--- config.mk ---
export PLATFORM = sky130hd
export DESIGN_NAME = oam_dma_engine
export DESIGN_NICKNAME = d
export VERILOG_FILES = /design/src/rtl/gb_dma_pkg.sv /design/src/rtl/oam_dma_engine.sv
export SDC_FILE = /design/constraint.sdc
export NUM_CORES = 1
export LEC_CHECK = 0
export CAP_MARGIN = 15
export CORE_ASPECT_RATIO = 1.4
export CORE_MARGIN = 5
export CORE_UTILIZATION = 50
export CTS_BUF_LIST = sky130_fd_sc_hd__clkbuf_4 sky130_fd_sc_hd__clkbuf_8
export DETAILED_ROUTE_END_ITERATION = 8
export PLACE_DENSITY = 0.81
export SYNTH_ARGS = -nofsm -noshare
export SYNTH_HDL_FRONTEND = slang
export SYNTH_SLANG_ARGS = --single-unit
--- constraint.sdc ---
create_clock -name clk -period 2.04 [get_ports clk]
set_input_delay 0.204 -clock clk [delete_from_list [all_inputs] [get_ports clk]]
set_output_delay 0.204 -clock clk [all_outputs]
set_load 0.03 [all_outputs]
--- src/rtl/gb_dma_pkg.sv ---
// Shared types and constants for the Game Boy OAM DMA engine.
package gb_dma_pkg;

  typedef enum logic [1:0] {
    IDLE = 2'd0,
    RD   = 2'd1,
    WR   = 2'd2
  } dma_state_t;

  localparam logic [15:0] OAM_BASE     = 16'hFE00;
  localparam int          OAM_LEN      = 160;
  localparam logic [15:0] DMA_REG_ADDR = 16'hFF46;

  // Source address: the page byte is used as-is and the low byte never carries into it.
  function automatic logic [15:0] src_addr(input logic [7:0] hi, input logic [7:0] lo);
    return {hi, lo};
  endfunction

endpackage

--- src/rtl/oam_dma_engine.sv ---
// OAM DMA bus initiator: copies LEN bytes from {src_hi, 8'h00} to DST_BASE,
// alternating a combinational-read cycle and a clocked-write cycle per byte.
// All bus outputs come from registers, so cfg_* never reaches mem_* combinationally.
module oam_dma_engine
  import gb_dma_pkg::*;
#(
  parameter int             LEN      = OAM_LEN,
  parameter int             ASZ      = 16,
  parameter logic [ASZ-1:0] DST_BASE = ASZ'(OAM_BASE)
) (
  input  logic           clk,
  input  logic           reset,
  input  logic           cfg_wr,
  input  logic [7:0]     cfg_data,
  output logic [ASZ-1:0] mem_addr,
  output logic           mem_rd_cs,
  input  logic [7:0]     mem_rd_data,
  output logic           mem_wr_cs,
  output logic [7:0]     mem_wr_data,
  output logic           busy,
  output logic           done
);

  localparam logic [7:0] IDX_LAST = 8'(LEN - 1);

  dma_state_t     state_q;
  logic [7:0]     idx_q;
  logic [7:0]     src_hi_q;
  logic [7:0]     data_q;
  logic [ASZ-1:0] addr_q;
  logic           rd_cs_q;
  logic           wr_cs_q;
  logic           busy_q;
  logic           done_q;

  logic [7:0]     idx_inc_d;
  logic [ASZ-1:0] wr_addr_d;
  logic [ASZ-1:0] nxt_rd_addr_d;

  // Address arithmetic for the upcoming write and the next read.
  always_comb begin
    idx_inc_d     = idx_q + 8'd1;
    wr_addr_d     = DST_BASE + ASZ'(idx_q);
    nxt_rd_addr_d = ASZ'(src_addr(src_hi_q, idx_inc_d));
  end

  // Transfer FSM with registered bus outputs; a new cfg_wr always wins and restarts.
  always_ff @(posedge clk) begin
    if (reset) begin
      state_q  <= IDLE;
      idx_q    <= 8'd0;
      src_hi_q <= 8'd0;
      data_q   <= 8'd0;
      addr_q   <= '0;
      rd_cs_q  <= 1'b0;
      wr_cs_q  <= 1'b0;
      busy_q   <= 1'b0;
      done_q   <= 1'b0;
    end else begin
      done_q <= 1'b0;
      if (state_q == RD) begin
        data_q <= mem_rd_data;
      end
      if (cfg_wr) begin
        state_q  <= RD;
        src_hi_q <= cfg_data;
        idx_q    <= 8'd0;
        addr_q   <= ASZ'(src_addr(cfg_data, 8'h00));
        rd_cs_q  <= 1'b1;
        wr_cs_q  <= 1'b0;
        busy_q   <= 1'b1;
      end else begin
        case (state_q)
          IDLE: begin
            rd_cs_q <= 1'b0;
            wr_cs_q <= 1'b0;
            busy_q  <= 1'b0;
          end
          RD: begin
            state_q <= WR;
            addr_q  <= wr_addr_d;
            rd_cs_q <= 1'b0;
            wr_cs_q <= 1'b1;
            busy_q  <= 1'b1;
          end
          WR: begin
            if (idx_q == IDX_LAST) begin
              state_q <= IDLE;
              rd_cs_q <= 1'b0;
              wr_cs_q <= 1'b0;
              busy_q  <= 1'b0;
              done_q  <= 1'b1;
            end else begin
              state_q <= RD;
              idx_q   <= idx_inc_d;
              addr_q  <= nxt_rd_addr_d;
              rd_cs_q <= 1'b1;
              wr_cs_q <= 1'b0;
              busy_q  <= 1'b1;
            end
          end
          default: begin
            state_q <= IDLE;
            rd_cs_q <= 1'b0;
            wr_cs_q <= 1'b0;
            busy_q  <= 1'b0;
          end
        endcase
      end
    end
  end

  // Reset gates the write select so an aborting reset never lets a write land.
  assign mem_wr_cs   = wr_cs_q & ~reset;
  assign mem_addr    = addr_q;
  assign mem_rd_cs   = rd_cs_q;
  assign mem_wr_data = data_q;
  assign busy        = busy_q;
  assign done        = done_q;

endmodule

==> results of run 1 <==
==> per-layer routing <==
metal  GRT usage [%]  vias to the layer above  share of wire [%]
met5               0                        -                  0
met4            6.95                        0                1.9
met3            5.28                        6                6.3
met2            27.4                       52                 49
met1            20.5                      693                 42
li1                -                      749                  -
==> cells in the mapped netlist, types with 2 or more instances <==
cell type,number,share of area (%)
dfxtp_1,46,49
xnor2_1,7,3.2
inv_1,6,1.2
ha_1,4,2.6
nor3_1,10,2.6
nor2_1,31,6.1
a211oi_2,7,4.6
or2_2,2,0.66
o21ai_0,6,1.6
a21oi_1,9,2.4
clkbuf_1,4,0.79
nand2_1,3,0.59
a211oi_1,5,2.0
nand3_1,4,1.1
mux2i_1,20,11
buf_1,2,0.40
buf_2,5,1.3
nor2b_1,3,0.99
a31oi_1,3,0.99
==> worst max-delay path: cells and delay by family, from the launching register on <==
kind,cells,cell delay [ns]
adders and majority gates,1,0.29
buffers and inverters,1,0.08
DFF,1,0.33
and+or+nand+nor,2,0.40
AOI/OAI and AO/OA,2,0.61
==> cells by family (layout without fill, tap and decap cells) <==
kind of cell               Yosys count  count (layout)  share of synthesized area (%)
and+or+nand+nor                     63              63                           16.6
AOI/OAI and AO/OA                   34              34                           13.9
muxes                               20              20                           10.6
DFF                                 46              46                           48.6
xor gates and xnor gates             7               7                           3.23
adders and majority gates            4               4                           2.64
buffers and inverters               19              64                           4.55
==> through the flow <==
stage                     instances  setup slack, ns  area (µm²)
after global placement          272            0.150        2370
after global routing            280           0.0729        2490
after detailed placement        272           0.0979        2370
after CTS                       280           0.0658        2490
after floorplan                 193            0.406        1900
final                           280            0.242        2490
==> path summary, 6_finish.rpt <==
path                                               start                  endpoint  slack (ns)
worst max-delay path             state_q[0]$_SDFFE_PP0P_  mem_addr[8]$_SDFFE_PP0P_        0.24
worst min-delay path                         cfg_data[0]  mem_addr[8]$_SDFFE_PP0P_        0.50
worst max register to register   state_q[0]$_SDFFE_PP0P_  mem_addr[8]$_SDFFE_PP0P_        0.24
worst min register to register  mem_addr[4]$_SDFFE_PP0P_  mem_addr[4]$_SDFFE_PP0P_        0.50
==> layout make-up <==
class / count / area, µm²
fill: 307 / 1190
sequential: 46 / 921
clock buffer: 5 / 68.8
inverter: 6 / 22.5
timing repair buffer: 50 / 488
tap: 42 / 52.6
multi-input combinational: 128 / 890
clock inverter: 3 / 45.0
==> power groups by stage <==
stage	clock [mW]	combinational [mW]	sequential, mW
finish	0.683	0.311	0.962
global route	0.731	0.335	0.967
CTS	0.696	0.314	0.962
detailed placement	0	0.312	0.983
global placement	0	0.308	0.983
floorplan	0	0.126	1.04
==> flip-flops by register name (all words and copies together) (netlist names) <==
signal and flops:
busy 1, idx_q 8, done 1, mem_rd_cs 1, state_q 2, mem_wr_data 8, src_hi_q 8, mem_addr 16
wr_cs_q 1
==> flow_summary_export.csv, run 1 <==
group,metric,value,unit
floorplan,die_w,62.0,µm
cts,cts_max_level,2,
sta,tightest_slew,0.424,ns
setup_path,crit_slowest_cell,"o21a_2",
power,seq_power_share,49.2,%
setup_path,crit_path_max_fanout,21,
power,ir_drop,623,µV
setup_path,cp-end-kind,"register",
layout,drive_gt1_share,11.3,%
sta,hold_viol_final,0,
floorplan,fp.dieH,82.9,µm
sta,fin_crit_sh,88.1,%
power,finalPower,1.96,mW
place,gp_congestion,0.865,
cts,clk_pin_slew,0.08,ns
setup_path,arrival,2.02,ns
layout,fin_util,67.7,%
sta,relSlewSlack,71.7,%
sta,rsz0062_at_grt,"no",
route,antenna_left,0,
cts,cts_buffers,5,
layout,diodes,0,
global_route,antenna_found_initial,0,
power,combPwrFrac,15.9,%
setup_path,reg2reg_depth,6,
sta,slew_viol_final,0,
cts,ctsResizeCount,0,
global_route,grt_pass1_vias,1513,
route,viasPerCell,5.36,
sta,fmax,0.556,GHz
floorplan,io_pins,47,
power,swShare,26.0,%
floorplan,fp-row-count,26,
yosys,synthCells,193,
floorplan,fp.coreArea,3680,µm²
yosys,avgSynthCellArea,9.82,µm²
setup_path,slowest_delay,0.39,ns
sta,post-route-min-period,1.80,ns
sta,whs,0.497,ns
cts,post_cts_buffers,0,
setup_path,critPathKind,"register to register",
power,clkPwrFrac,34.9,%
power,p_switching,0.509,mW
place,io_buffers,46,
global_route,overflow,0,
layout,final_cell_mix,"dfxtp_1 (46), clkdlybuf4s50_1 (45), nor2_1 (31), mux2i_1 (20), nor3_1 (10)",
power,p_leak,0.910,nW
route,finalWirelength,4040,µm
yosys,ys_async_sr_fraction,0,%
global_route,grt_pass1_wl,6730,µm
yosys,synth-edff-count,0,
route,vias,1500,
place,dp_hpwl,2820,µm
yosys,synth_cell_type_count,35,
global_route,grt_max_degree,28,
floorplan,die_area,5140,µm²
route,drt-initial-drc-count,38,
global_route,grt_usage,17.1,%
cts,cts-root-buf,"clkbuf_8",
cts,clkLatencyLatePin,0.31,ns
yosys,ys.flop_type,"dfxtp_1",
yosys,synth_seq_cells,46,
layout,nets,260,
setup_path,critPathRequiredTime,2.26,ns
route,wl_per_cell,14.4,µm
flow_run,drv_cap,0,
yosys,syn-cell-area,1900,µm²
route,route.detailed.drc,0,
floorplan,initial_core_util,51.6,%
layout,synthToLayoutAreaGrowth,31.2,%
status,status,"completed",
setup_path,crit_chain,"inv_1 -> ha_1 -> nand4_1 -> o21a_2 -> nand2b_1 -> a221oi_1",
setup_path,critPathLaunchType,"register",
min_path,min_path_cells,3,
yosys,synth-seq-area-share,48.6,%
min_path,hold_path.class,"primary input to register",
power,power.density,787,nW/µm²
power,p_int,1.45,mW
yosys,ys_warn_count,0,
sta,skew,0.00855,ns
cts,cts_sinks,46,
sta,fin_setup_tns,0,ns
sta,setup_viol,0,
yosys,syn_nets,216,
route,dr.pass1.iters,4,
cts,cts_tree,"done",
layout,layout_commonest_cell,"dfxtp_1",
cts,cts_hold_buf,0,
cts,clk_path_buf_depth,2,
Note: power is estimated with default switching activity, not from simulation.
==> inputs of run 2 (changes only) <==
==> constraint.sdc (replaced) <==
create_clock -name clk -period 2.04 [get_ports clk]
set_input_delay 0.51 -clock clk [delete_from_list [all_inputs] [get_ports clk]]
set_output_delay 0.51 -clock clk [all_outputs]
set_load 0.03 [all_outputs]
==> run 2 against run 1 <==
Effect of this change: final cell count increased by 0.71%; non-clock buffer count grew 4; total power fell by 6.8%.
==> flow_summary_export.csv, run 2 (synthesis gave the netlist of run 1 again) <==
group,metric,value,unit
setup_path,worstReg2RegEnd,"mem_addr[15]$_SDFFE_PP0P_",
setup_path,critPathRequiredTime,2.20,ns
global_route,grt_max_degree,28,
sta,post-route-min-period,1.89,ns
sta,skew,0.00652,ns
setup_path,reg2reg_from,"state_q[0]$_SDFFE_PP0P_",
sta,hold_viol_final,0,
power,p_leak,0.923,nW
place,post-place-ws,0.181,ns
floorplan,fp-row-count,26,
sta,setup_ws,0.154,ns
sta,tightest_slew,0.449,ns
setup_path,arrival,2.05,ns
sta,fin_setup_tns,0,ns
min_path,hold_path.class,"register to register",
min_path,hold_end,"mem_addr[4]$_SDFFE_PP0P_",
setup_path,critPathKind,"register to register",
sta,fin_crit_sh,92.5,%
cts,cts_max_level,2,
route,dr.pass1.iters,4,
setup_path,crit_path_max_fanout,8,
layout,synthToLayoutAreaGrowth,31.4,%
place,dp_cells,276,
floorplan,die_area,5140,µm²
route,wl_per_cell,14.3,µm
floorplan,fp.dieH,82.9,µm
layout,nets,264,
floorplan,die_w,62.0,µm
layout,final_cell_mix,"dfxtp_1 (46), clkdlybuf4s50_1 (45), nor2_1 (31), mux2i_1 (20)",
route,drt-initial-drc-count,39,
layout,drive_gt1_share,12.1,%
cts,clkLatencyLatePin,0.29,ns
route,vias,1517,
layout,layout_commonest_cell,"dfxtp_1",
global_route,overflow,0,
place,dp_hpwl,2840,µm
setup_path,crit_family,"simple AND/OR/NAND/NOR gates",
sta,rsz0062_at_grt,"no",
sta,slew_viol_final,0,
layout,stdcell_count,282,
setup_path,slowest_delay,0.38,ns
layout,largest_reg_flops,16,
place,placed_area,2400,µm²
flow_run,drv_cap,0,
sta,fmax,0.530,GHz
global_route,grt_pass1_vias,1527,
setup_path,reg2reg_depth,7,
sta,relSlewSlack,70.1,%
setup_path,crit_chain,"inv_1 -> ha_1 -> or2_2 -> o21a_1 -> buf_4 -> nor3_1 -> a211oi_2",
setup_path,cp-startpoint,"state_q[0]$_SDFFE_PP0P_",
cts,cts-root-buf,"clkbuf_8",
setup_path,critPathLaunchType,"register",
place,gp_congestion,0.840,
floorplan,io_pins,47,
floorplan,initial_core_util,51.6,%
place,io_buffers,46,
setup_path,crit_slowest_cell,"dfxtp_1",
sta,whs,0.494,ns
status,status,"completed",
setup_path,cp-end-kind,"register",
setup_path,r2r_slack,0.15,ns
floorplan,fp.coreArea,3680,µm²
cts,clk_pin_slew,0.08,ns
layout,diodes,0,
layout,postLayoutCellArea,2490,µm²
cts,cts_buffers,5,
global_route,antenna_found_initial,0,
global_route,grt_usage,17.2,%
route,route.detailed.drc,0,
power,ir_drop,576,µV
global_route,grt_pass1_wl,6740,µm
route,finalWirelength,4050,µm
route,antenna_left,0,
setup_path,path_buf_inv,2,
route,viasPerCell,5.38,
min_path,min_path_cells,2,
cts,cts_sinks,46,
min_path,worstHoldStart,"mem_addr[4]$_SDFFE_PP0P_",
power,power.density,732,nW/µm²
sta,setup_viol,0,
cts,cts_tree,"done",
cts,clk_path_buf_depth,2,
## run 2: cell types whose count changed in the layout (fill, tap and decap cells not counted), sizes merged
cell	delta
buf	+4
bufinv	-1
clkbuf	+1
clkinvlp	-2
## run 2: worst max-delay path by stage
stage / end / slack [ns] / depth (start not counted)
global placement: mem_addr[14]$_SDFFE_PP0P_ / 0.21 / 7
CTS: mem_addr[12]$_SDFFE_PP0P_ / 0.17 / 7
floorplan: mem_wr_cs / 0.33 / 2
finish: mem_addr[15]$_SDFFE_PP0P_ / 0.15 / 7
detailed placement: mem_addr[15]$_SDFFE_PP0P_ / 0.18 / 4
global route: mem_addr[13]$_SDFFE_PP0P_ / 0.02 / 7
## run 2: stage by stage
step	power [mW]	utilization, %
2_1_floorplan	1.17	-
3_3_place_gp	1.30	65.4
3_5_place_dp	1.30	65.4
4_1_cts	1.84	67.6
5_1_grt	1.90	67.7
6_report	1.82	67.7
## run 2: cell type report
class | count | area, µm²
clock buffer | 6 | 82.6
fill | 284 | 1190
inverter | 6 | 22.5
multi-input combinational | 128 | 893
sequential | 46 | 921
tap | 42 | 52.6
timing repair buffer | 54 | 518
## run 2: timing repair
item | CTS | global route
setup endpoints to repair | 0 | 1
resized for setup | 0 | 1
hold buffers | 0 | 0
setup buffers | 0 | 0
## run 2: tightest hold or removal path: cells and delay by family, from the launching register on
kind | cells | cell delay [ns]
and+or+nand+nor | 1 | 0.09
DFF | 1 | 0.32
AOI/OAI and AO/OA | 1 | 0.04
## run 2: metal layers
metal | global-route usage [%] | vias to the layer above | part of all wire, %
met1 | 20.5 | 705 | 43
met5 | 0 | - | 0
li1 | - | 757 | -
met4 | 9.07 | 0 | 2.8
met2 | 26.4 | 44 | 48
met3 | 5.59 | 11 | 5.6
## run 2: power breakdown
part	total (mW)	internal, mW	leakage (nW)	switching (mW)
clock	0.542	0.261	0.0431	0.280
combinational	0.318	0.146	0.502	0.172
sequential	0.963	0.942	0.377	0.0210
total	1.82	1.35	0.923	0.474
